--- config.mk ---
export PLATFORM = sky130hd
export DESIGN_NAME = ex_muldiv_unit
export DESIGN_NICKNAME = d
export VERILOG_FILES = /design/src/rtl/muldiv_pkg.sv /design/src/rtl/mdu_negate.sv /design/src/rtl/ex_muldiv_unit.sv
export SDC_FILE = /design/constraint.sdc
export NUM_CORES = 1
export LEC_CHECK = 0
export CORE_ASPECT_RATIO = 0.6
export CORE_MARGIN = 5
export CORE_UTILIZATION = 50
export DETAILED_ROUTE_END_ITERATION = 8
export PLACE_DENSITY = 0.71
export SYNTH_ARGS = -nofsm -noshare
export SYNTH_HDL_FRONTEND = slang
export SYNTH_SLANG_ARGS = --single-unit
--- constraint.sdc ---
create_clock -name clk -period 12.3 [get_ports clk]
set_input_delay 1.23 -clock clk [delete_from_list [all_inputs] [get_ports clk]]
set_output_delay 1.23 -clock clk [all_outputs]
set_load 0.02 [all_outputs]
--- src/rtl/muldiv_pkg.sv ---
// Shared encodings for the execute-stage multiply/divide unit: operation codes,
// FSM states and the default operand width.
package muldiv_pkg;

    localparam int MD_WIDTH = 32;

    typedef enum logic [1:0] {
        MD_MULT  = 2'b00,
        MD_MULTU = 2'b01,
        MD_DIV   = 2'b10,
        MD_DIVU  = 2'b11
    } md_op_e;

    typedef enum logic [1:0] {
        ST_IDLE = 2'b00,
        ST_RUN  = 2'b01,
        ST_FIX  = 2'b10
    } md_state_e;

    // Bit 0 of the op code selects unsigned, bit 1 selects divide.
    function automatic logic op_is_signed(input logic [1:0] op);
        return ~op[0];
    endfunction

    function automatic logic op_is_div(input logic [1:0] op);
        return op[1];
    endfunction

endpackage

--- src/rtl/mdu_negate.sv ---
// Conditional two's-complement negation, used for operand magnitudes and
// for the sign fix-up of products, quotients and remainders.
module mdu_negate #(
    parameter int W = 32
) (
    input  logic [W-1:0] value,
    input  logic         neg_en,
    output logic [W-1:0] result
);

    assign result = neg_en ? (~value + W'(1)) : value;

endmodule

--- src/rtl/ex_muldiv_unit.sv ---
// Iterative shift-add multiplier / restoring divider with architectural HI/LO.
// One iteration runs in the accept cycle, the remaining WIDTH-1 in RUN.
module ex_muldiv_unit
    import muldiv_pkg::*;
#(
    parameter int WIDTH = MD_WIDTH,
    parameter int CNT_W = 6
) (
    input  logic             clk,
    input  logic             rst,
    input  logic             start,
    input  logic [1:0]       op,
    input  logic [WIDTH-1:0] src_a,
    input  logic [WIDTH-1:0] src_b,
    input  logic             flush,
    input  logic             hi_we,
    input  logic             lo_we,
    input  logic [WIDTH-1:0] wdata,
    output logic             busy,
    output logic             done,
    output logic [WIDTH-1:0] hi,
    output logic [WIDTH-1:0] lo
);

    localparam logic [CNT_W-1:0] LAST_CNT = CNT_W'(WIDTH - 1);

    md_state_e        state, state_nxt;
    logic [CNT_W-1:0] cnt;
    logic [WIDTH-1:0] acc_hi, acc_lo;
    logic [WIDTH-1:0] opnd;
    logic [WIDTH-1:0] a_raw;
    logic             is_div;
    logic             sign_a;
    logic             sign_res;
    logic             div_zero;
    logic             done_r;

    // One multiply or divide iteration on the {hi, lo} accumulator pair.
    // Multiply: lo holds the remaining multiplier bits, d is the multiplicand.
    // Divide: hi is the partial remainder, lo shifts dividend out and quotient in.
    function automatic logic [2*WIDTH-1:0] md_step(
        input logic             div,
        input logic [WIDTH-1:0] hi_v,
        input logic [WIDTH-1:0] lo_v,
        input logic [WIDTH-1:0] d
    );
        logic [WIDTH-1:0] addend;
        logic [WIDTH:0]   sum;
        logic [WIDTH:0]   rsh;
        logic [WIDTH:0]   diff;
        addend = lo_v[0] ? d : {WIDTH{1'b0}};
        sum    = {1'b0, hi_v} + {1'b0, addend};
        rsh    = {hi_v, lo_v[WIDTH-1]};
        diff   = rsh - {1'b0, d};
        if (!div) begin
            return {sum[WIDTH:1], sum[0], lo_v[WIDTH-1:1]};
        end else if (!diff[WIDTH]) begin
            return {diff[WIDTH-1:0], lo_v[WIDTH-2:0], 1'b1};
        end else begin
            return {rsh[WIDTH-1:0], lo_v[WIDTH-2:0], 1'b0};
        end
    endfunction

    // Operand capture: magnitudes of the incoming sources
    logic             op_sgn, op_div;
    logic             neg_a_en, neg_b_en;
    logic [WIDTH-1:0] mag_a, mag_b;
    logic [WIDTH-1:0] init_lo, init_opnd;
    logic [2*WIDTH-1:0] step_init, step_run;
    logic             accept;

    assign op_sgn   = op_is_signed(op);
    assign op_div   = op_is_div(op);
    assign neg_a_en = op_sgn & src_a[WIDTH-1];
    assign neg_b_en = op_sgn & src_b[WIDTH-1];

    mdu_negate #(.W(WIDTH)) u_neg_a (
        .value  (src_a),
        .neg_en (neg_a_en),
        .result (mag_a)
    );

    mdu_negate #(.W(WIDTH)) u_neg_b (
        .value  (src_b),
        .neg_en (neg_b_en),
        .result (mag_b)
    );

    assign init_lo   = op_div ? mag_a : mag_b;
    assign init_opnd = op_div ? mag_b : mag_a;
    assign step_init = md_step(op_div, {WIDTH{1'b0}}, init_lo, init_opnd);
    assign step_run  = md_step(is_div, acc_hi, acc_lo, opnd);
    assign accept    = (state == ST_IDLE) && start && !flush;

    // Result fix-up: sign correction of product, quotient and remainder
    logic [2*WIDTH-1:0] prod_fix;
    logic [WIDTH-1:0]   quo_fix, rem_fix;
    logic [WIDTH-1:0]   res_hi, res_lo;

    mdu_negate #(.W(2*WIDTH)) u_neg_prod (
        .value  ({acc_hi, acc_lo}),
        .neg_en (sign_res),
        .result (prod_fix)
    );

    mdu_negate #(.W(WIDTH)) u_neg_quo (
        .value  (acc_lo),
        .neg_en (sign_res),
        .result (quo_fix)
    );

    mdu_negate #(.W(WIDTH)) u_neg_rem (
        .value  (acc_hi),
        .neg_en (sign_a),
        .result (rem_fix)
    );

    always_comb begin
        res_hi = prod_fix[2*WIDTH-1:WIDTH];
        res_lo = prod_fix[WIDTH-1:0];
        if (div_zero) begin
            res_hi = a_raw;
            res_lo = {WIDTH{1'b1}};
        end else if (is_div) begin
            res_hi = rem_fix;
            res_lo = quo_fix;
        end
    end

    // Control FSM
    always_ff @(posedge clk) begin
        if (rst) begin
            state <= ST_IDLE;
        end else begin
            state <= state_nxt;
        end
    end

    always_comb begin
        state_nxt = state;
        unique case (state)
            ST_IDLE: if (start && !flush) state_nxt = ST_RUN;
            ST_RUN: begin
                if (flush)                 state_nxt = ST_IDLE;
                else if (cnt == LAST_CNT)  state_nxt = ST_FIX;
            end
            ST_FIX:  state_nxt = ST_IDLE;
            default: state_nxt = ST_IDLE;
        endcase
    end

    // Datapath, counter and architectural registers
    always_ff @(posedge clk) begin
        if (rst) begin
            cnt      <= '0;
            acc_hi   <= '0;
            acc_lo   <= '0;
            opnd     <= '0;
            a_raw    <= '0;
            is_div   <= 1'b0;
            sign_a   <= 1'b0;
            sign_res <= 1'b0;
            div_zero <= 1'b0;
            done_r   <= 1'b0;
            hi       <= '0;
            lo       <= '0;
        end else begin
            done_r <= 1'b0;
            unique case (state)
                ST_IDLE: begin
                    if (hi_we) hi <= wdata;
                    if (lo_we) lo <= wdata;
                    if (accept) begin
                        acc_hi   <= step_init[2*WIDTH-1:WIDTH];
                        acc_lo   <= step_init[WIDTH-1:0];
                        opnd     <= init_opnd;
                        a_raw    <= src_a;
                        is_div   <= op_div;
                        sign_a   <= neg_a_en;
                        sign_res <= neg_a_en ^ neg_b_en;
                        div_zero <= op_div && (src_b == '0);
                        cnt      <= CNT_W'(1);
                    end
                end
                ST_RUN: begin
                    if (flush) begin
                        cnt <= '0;
                    end else begin
                        acc_hi <= step_run[2*WIDTH-1:WIDTH];
                        acc_lo <= step_run[WIDTH-1:0];
                        cnt    <= cnt + CNT_W'(1);
                    end
                end
                ST_FIX: begin
                    cnt <= '0;
                    if (!flush) begin
                        hi     <= res_hi;
                        lo     <= res_lo;
                        done_r <= 1'b1;
                    end
                end
                default: cnt <= '0;
            endcase
        end
    end

    assign busy = (state == ST_RUN) || (state == ST_FIX);
    assign done = done_r;

endmodule

==> results list <==
- Final design area excluding fillers: 19,900 um2
- Hold violation count in the final report: 0
* Remaining antenna violation count after routing: 0
* Cell type with the highest aggregate area in the netlist: sky130_fd_sc_hd__dfxtp_1
- The worst setup path is of the in -> reg kind.
* Number of unique standard cell types used by synthesis: 85
- Total wire length: 77.9 mm
- Met1 capacity usage during global routing: 57.1%
* DRC: 0
- Maximum frequency from static timing analysis: 174 MHz
- For met2 alone, demand over resource in global routing was 48.6%.
- Port buffering added 169 buffers.
- Depth of the worst register-to-register path: 11
* Num CTS Buffers: 23
- Clock buffer depth: 3
* Weighted congestion reported at the end of routability-driven placement: 1.07
- Pin placement for this block handled 170 I/O pins.
- The wire-length estimate of the detail-placed layout is 60.0 mm.
* Outcome: finished, final reports clean
- Minimum setup slack after placement: 6.19 ns
- At the pin with the least slew margin, the transition time is 1.17 ns.
* Leakage: 0.00729 uW
- PD cells: 127 nW/um2
- EDFF count, synth: 0
* Floorplan die width: 250 um
- Global routing finished with a remaining overflow of 0.
* Synth top area cells: sky130_fd_sc_hd__dfxtp_1 24%, sky130_fd_sc_hd__nor2_1 7.1%, sky130_fd_sc_hd__a21oi_1 6.5%
- In the synthesized netlist the async set-or-reset flop fraction comes to 0%.
- TritonCTS built the clock tree.
- In the global route stage, overall resource usage came out at 38.0%.
- CP Data Arrival Time: 6.19 ns
- The internal portion of the total power is 1500 uW.
- Layout filler cell count: 3,253
- Chain of cells forming the critical path: clkdlybuf4s50_1 > or4_1 > nor4b_4 > nand2_1 > or3_1 > nor3_1 > o21ai_0 > inv_1 > a21oi_1 > ha_1 > inv_1 > ha_1 > nand2_1 > or3_1 > a21oi_1 > nand4_4 > o31a_4 > o32ai_2
- Setup repair after global routing left no endpoint under its margin.
* Effective utilization at floorplan: 50.9%
* Setup Viol. Count Final: 0
- In the final design database the tool counted 2,637 nets.
- From synthesis to final layout, the design area changed by 15.2%.
- Avg Synthesized Cell Area: 7.16 um2
* Number of cells on the critical path: 18
- Cell type group with the largest total delay on the critical path: simple AND/OR/NAND/NOR gates
* Total Negative Setup Slacks: 0 ns
* Buffer cell driving the clock tree root: sky130_fd_sc_hd__clkbuf_16
* Placeable core region: 33,900 um2
- Area enclosed by the die boundary: 38,400 um2
* Area share of the largest cell type after synthesis: 23.8%
- Iter 0 DRT Violations: 3,085
- The critical path contains buffers and inverters numbering 3 combined.
- Measured against its own limit, the worst slew margin works out to 21.9%.
- Critical Path Start: src_a[16]
* Number of post-CTS setup repair buffers: 0
- Entering global routing, the biggest net connects 106 pins.
- Met3 usage in global routing: 18.9%
* Wire length per cell: 26.6 um
- Logic gate share of total power: 38.8%
- Antenna violations before repair: 2
* Max Transition Viols Final: 0
- Avg Vias per Cell: 6.70
- VDD sags by at most 0.126 mV.
- Of the total power, the share spent switching nets is 40.4%.
- Once placement finished, the instance area stood at 19,100 um2.
- CTS H-tree lvls: 1
* Resized cells post-CTS: 0
- Detailed-route via count: 19.6k
- Global-route wire length before repair: 114 mm
- R2R Path End: acc_hi[31]
- The via count of the first global-routing pass came to 17.4k.
- Sequential cells were found to cover 23.8% of the synthesized design area.
* Largest clock skew in the final design: 0.0133 ns
- Min Clock Period, post-route: 5.75 ns
- Summed over all nets, the switching power comes to 1020 uW.
- Clock edge transition at the registers on the reported setup and hold paths: 0.06 ns
* Total of flip-flops plus latches after synthesis: 205
* Reported max-cap violation count: 0
* Startpoint of the worst-slack reg-to-reg timing path: acc_hi[3]
- Clock network fraction of total power: 29.2%
- Delay of the slowest critical-path stage: 0.72 ns
* R2r setup slk: 7.36 ns
- Number of buffers added to fix hold violations after cts: 0
- Data required time of the worst path: 12.74 ns
- In this run the worst hold path is classified as reg -> reg.
- CP endpoint: acc_hi[31]
- The global routing stage identified its most utilized layer as met1.
* Final Cycle Share: 46.8%
* Critical path fanouts, max: 8
* Cell area after synthesis: 17,200 um2
- Clock Latency Late Sink: 0.53 ns
- CTS Sinks: 205
- The worst setup path is launched from a primary input.
* Row count: 52
* Final setup slack of the worst path: 6.55 ns
- Die outline height: 154 um
* Part of the total power dissipated in sequential elements: 32.1%
- The first detailed-routing pass took 9 iterations.
- Synthesis produced a netlist whose cell count is 2,409.
- STA classifies the critical path endpoint as a register.
- Number of warnings issued by yosys: 0
- Cell type of the slowest stage on the worst timing path: sky130_fd_sc_hd__or4_1
* Nets in the synthesized netlist: 2,589
- Layout cells sized above 1: 5.46%
- Across all hold checks on the routed design, the worst slack comes to 0.452 ns.
* Most instantiated flip-flop cell in the synthesis netlist: sky130_fd_sc_hd__dfxtp_1
[layout by cell type, fill, tap and decap left out, drive strengths merged, types with 20 or more instances in the layout]
master,count
nand2b,20
or3,24
xor2,71
nand3,28
o211ai,50
xnor2,99
mux2i,45
clkbuf,29
ha,74
a21oi,225
a21o,35
nor2,325
buf,35
a211oi,85
inv,78
o21ai,110
nor4,28
nand2,275
o31ai,31
clkdlybuf4s50,167
a31oi,26
nand4,21
o221ai,27
dfxtp,205
nor3,84
[sequential cells by signal (all words and copies together), names as in the netlist]
register and cells:
a_raw 32, acc_hi 32, acc_lo 32, cnt 6, div_zero 1, done 1, hi 32, is_div 1
lo 32, opnd 32, sign_a 1, sign_res 1, state 2
[power by group through the flow]
| stage | Sequential (uW) | Combinational [uW] | Clock [uW] |
|---|---|---|---|
| detailed placement | 816 | 932 | 0 |
| global route | 810 | 1030 | 762 |
| CTS | 801 | 938 | 734 |
| global placement | 814 | 926 | 0 |
| floorplan | 803 | 596 | 0 |
| finish | 806 | 976 | 733 |
[logic make-up after synthesis]
logic type / after synthesis / synth area share [%]
AOI/OAI and AO/OA: 732 / 28.3
xor gates and xnor gates: 170 / 8.64
adders and majority gates: 76 / 5.60
buffers and inverters: 257 / 5.73
DFF: 205 / 23.8
muxes: 63 / 3.79
and+or+nand+nor: 906 / 24.2
[Yosys cell counts, drive strengths merged, types with 7 or more instances]
cell	instances
a311oi	19
o221ai	27
mux2	18
and2	18
a31oi	26
nand4	21
nor2b	18
buf	22
xor2	71
nand3	28
a2111oi	11
inv	77
o21bai	12
ha	74
or2	7
o21ai	110
o211ai	50
o31ai	31
and3	10
nor4	28
mux2i	45
nor3b	7
o21a	10
nand2	275
nor2	325
a221oi	7
o41ai	17
a21o	35
o22ai	16
xnor2	99
nand3b	9
or3	24
o311ai	7
or4	14
a21oi	225
nor3	84
clkbuf	157
nand2b	20
a211oi	85
dfxtp	205
[area by class of cell]
cell class | instances | area, um2 | share of cell area, %
repair buffers | 202 | 1940 | 9.75
diodes | 1 | 2.50 | 0.0126
well taps | 459 | 574 | 2.89
clock buffers | 29 | 628 | 3.16
flip-flops and latches | 205 | 4110 | 20.7
inverters | 78 | 293 | 1.47
clock inverters | 11 | 140 | 0.706
multi-input cells | 1947 | 12200 | 61.3
[per-layer routing]
metal  vias up  wire length [um]
li1       8811                 -
met1      9413             34100
met2      1300             28700
met3       110             13400
met4         2              1620
met5         -                11
[through the flow]
step / utilization [%] / instances / power, uW
final: 58.6 / 2932 / 2520
after global routing: 58.6 / 2931 / 2610
after CTS: 58.6 / 2931 / 2470
after detailed placement: 56.3 / 2891 / 1750
after global placement: 56.3 / 2891 / 1740
after floorplan: - / 2409 / 1400
[tightest hold or removal path, cell delays in order, from the launching register on]
cell and delay, ns:
sky130_fd_sc_hd__dfxtp_1 0.31, sky130_fd_sc_hd__nand2_1 0.05, sky130_fd_sc_hd__a21oi_1 0.05
[how the worst min path moves through the flow]
stage                     to  depth (start not counted)     start
floorplan           opnd[24]                          2  opnd[24]
global placement      hi[16]                          2    hi[16]
detailed placement   opnd[8]                          2   opnd[8]
CTS                 opnd[16]                          2  opnd[16]
global route           hi[1]                          2     hi[1]
finish              opnd[16]                          2  opnd[16]
(Power assumes the default switching activity.)
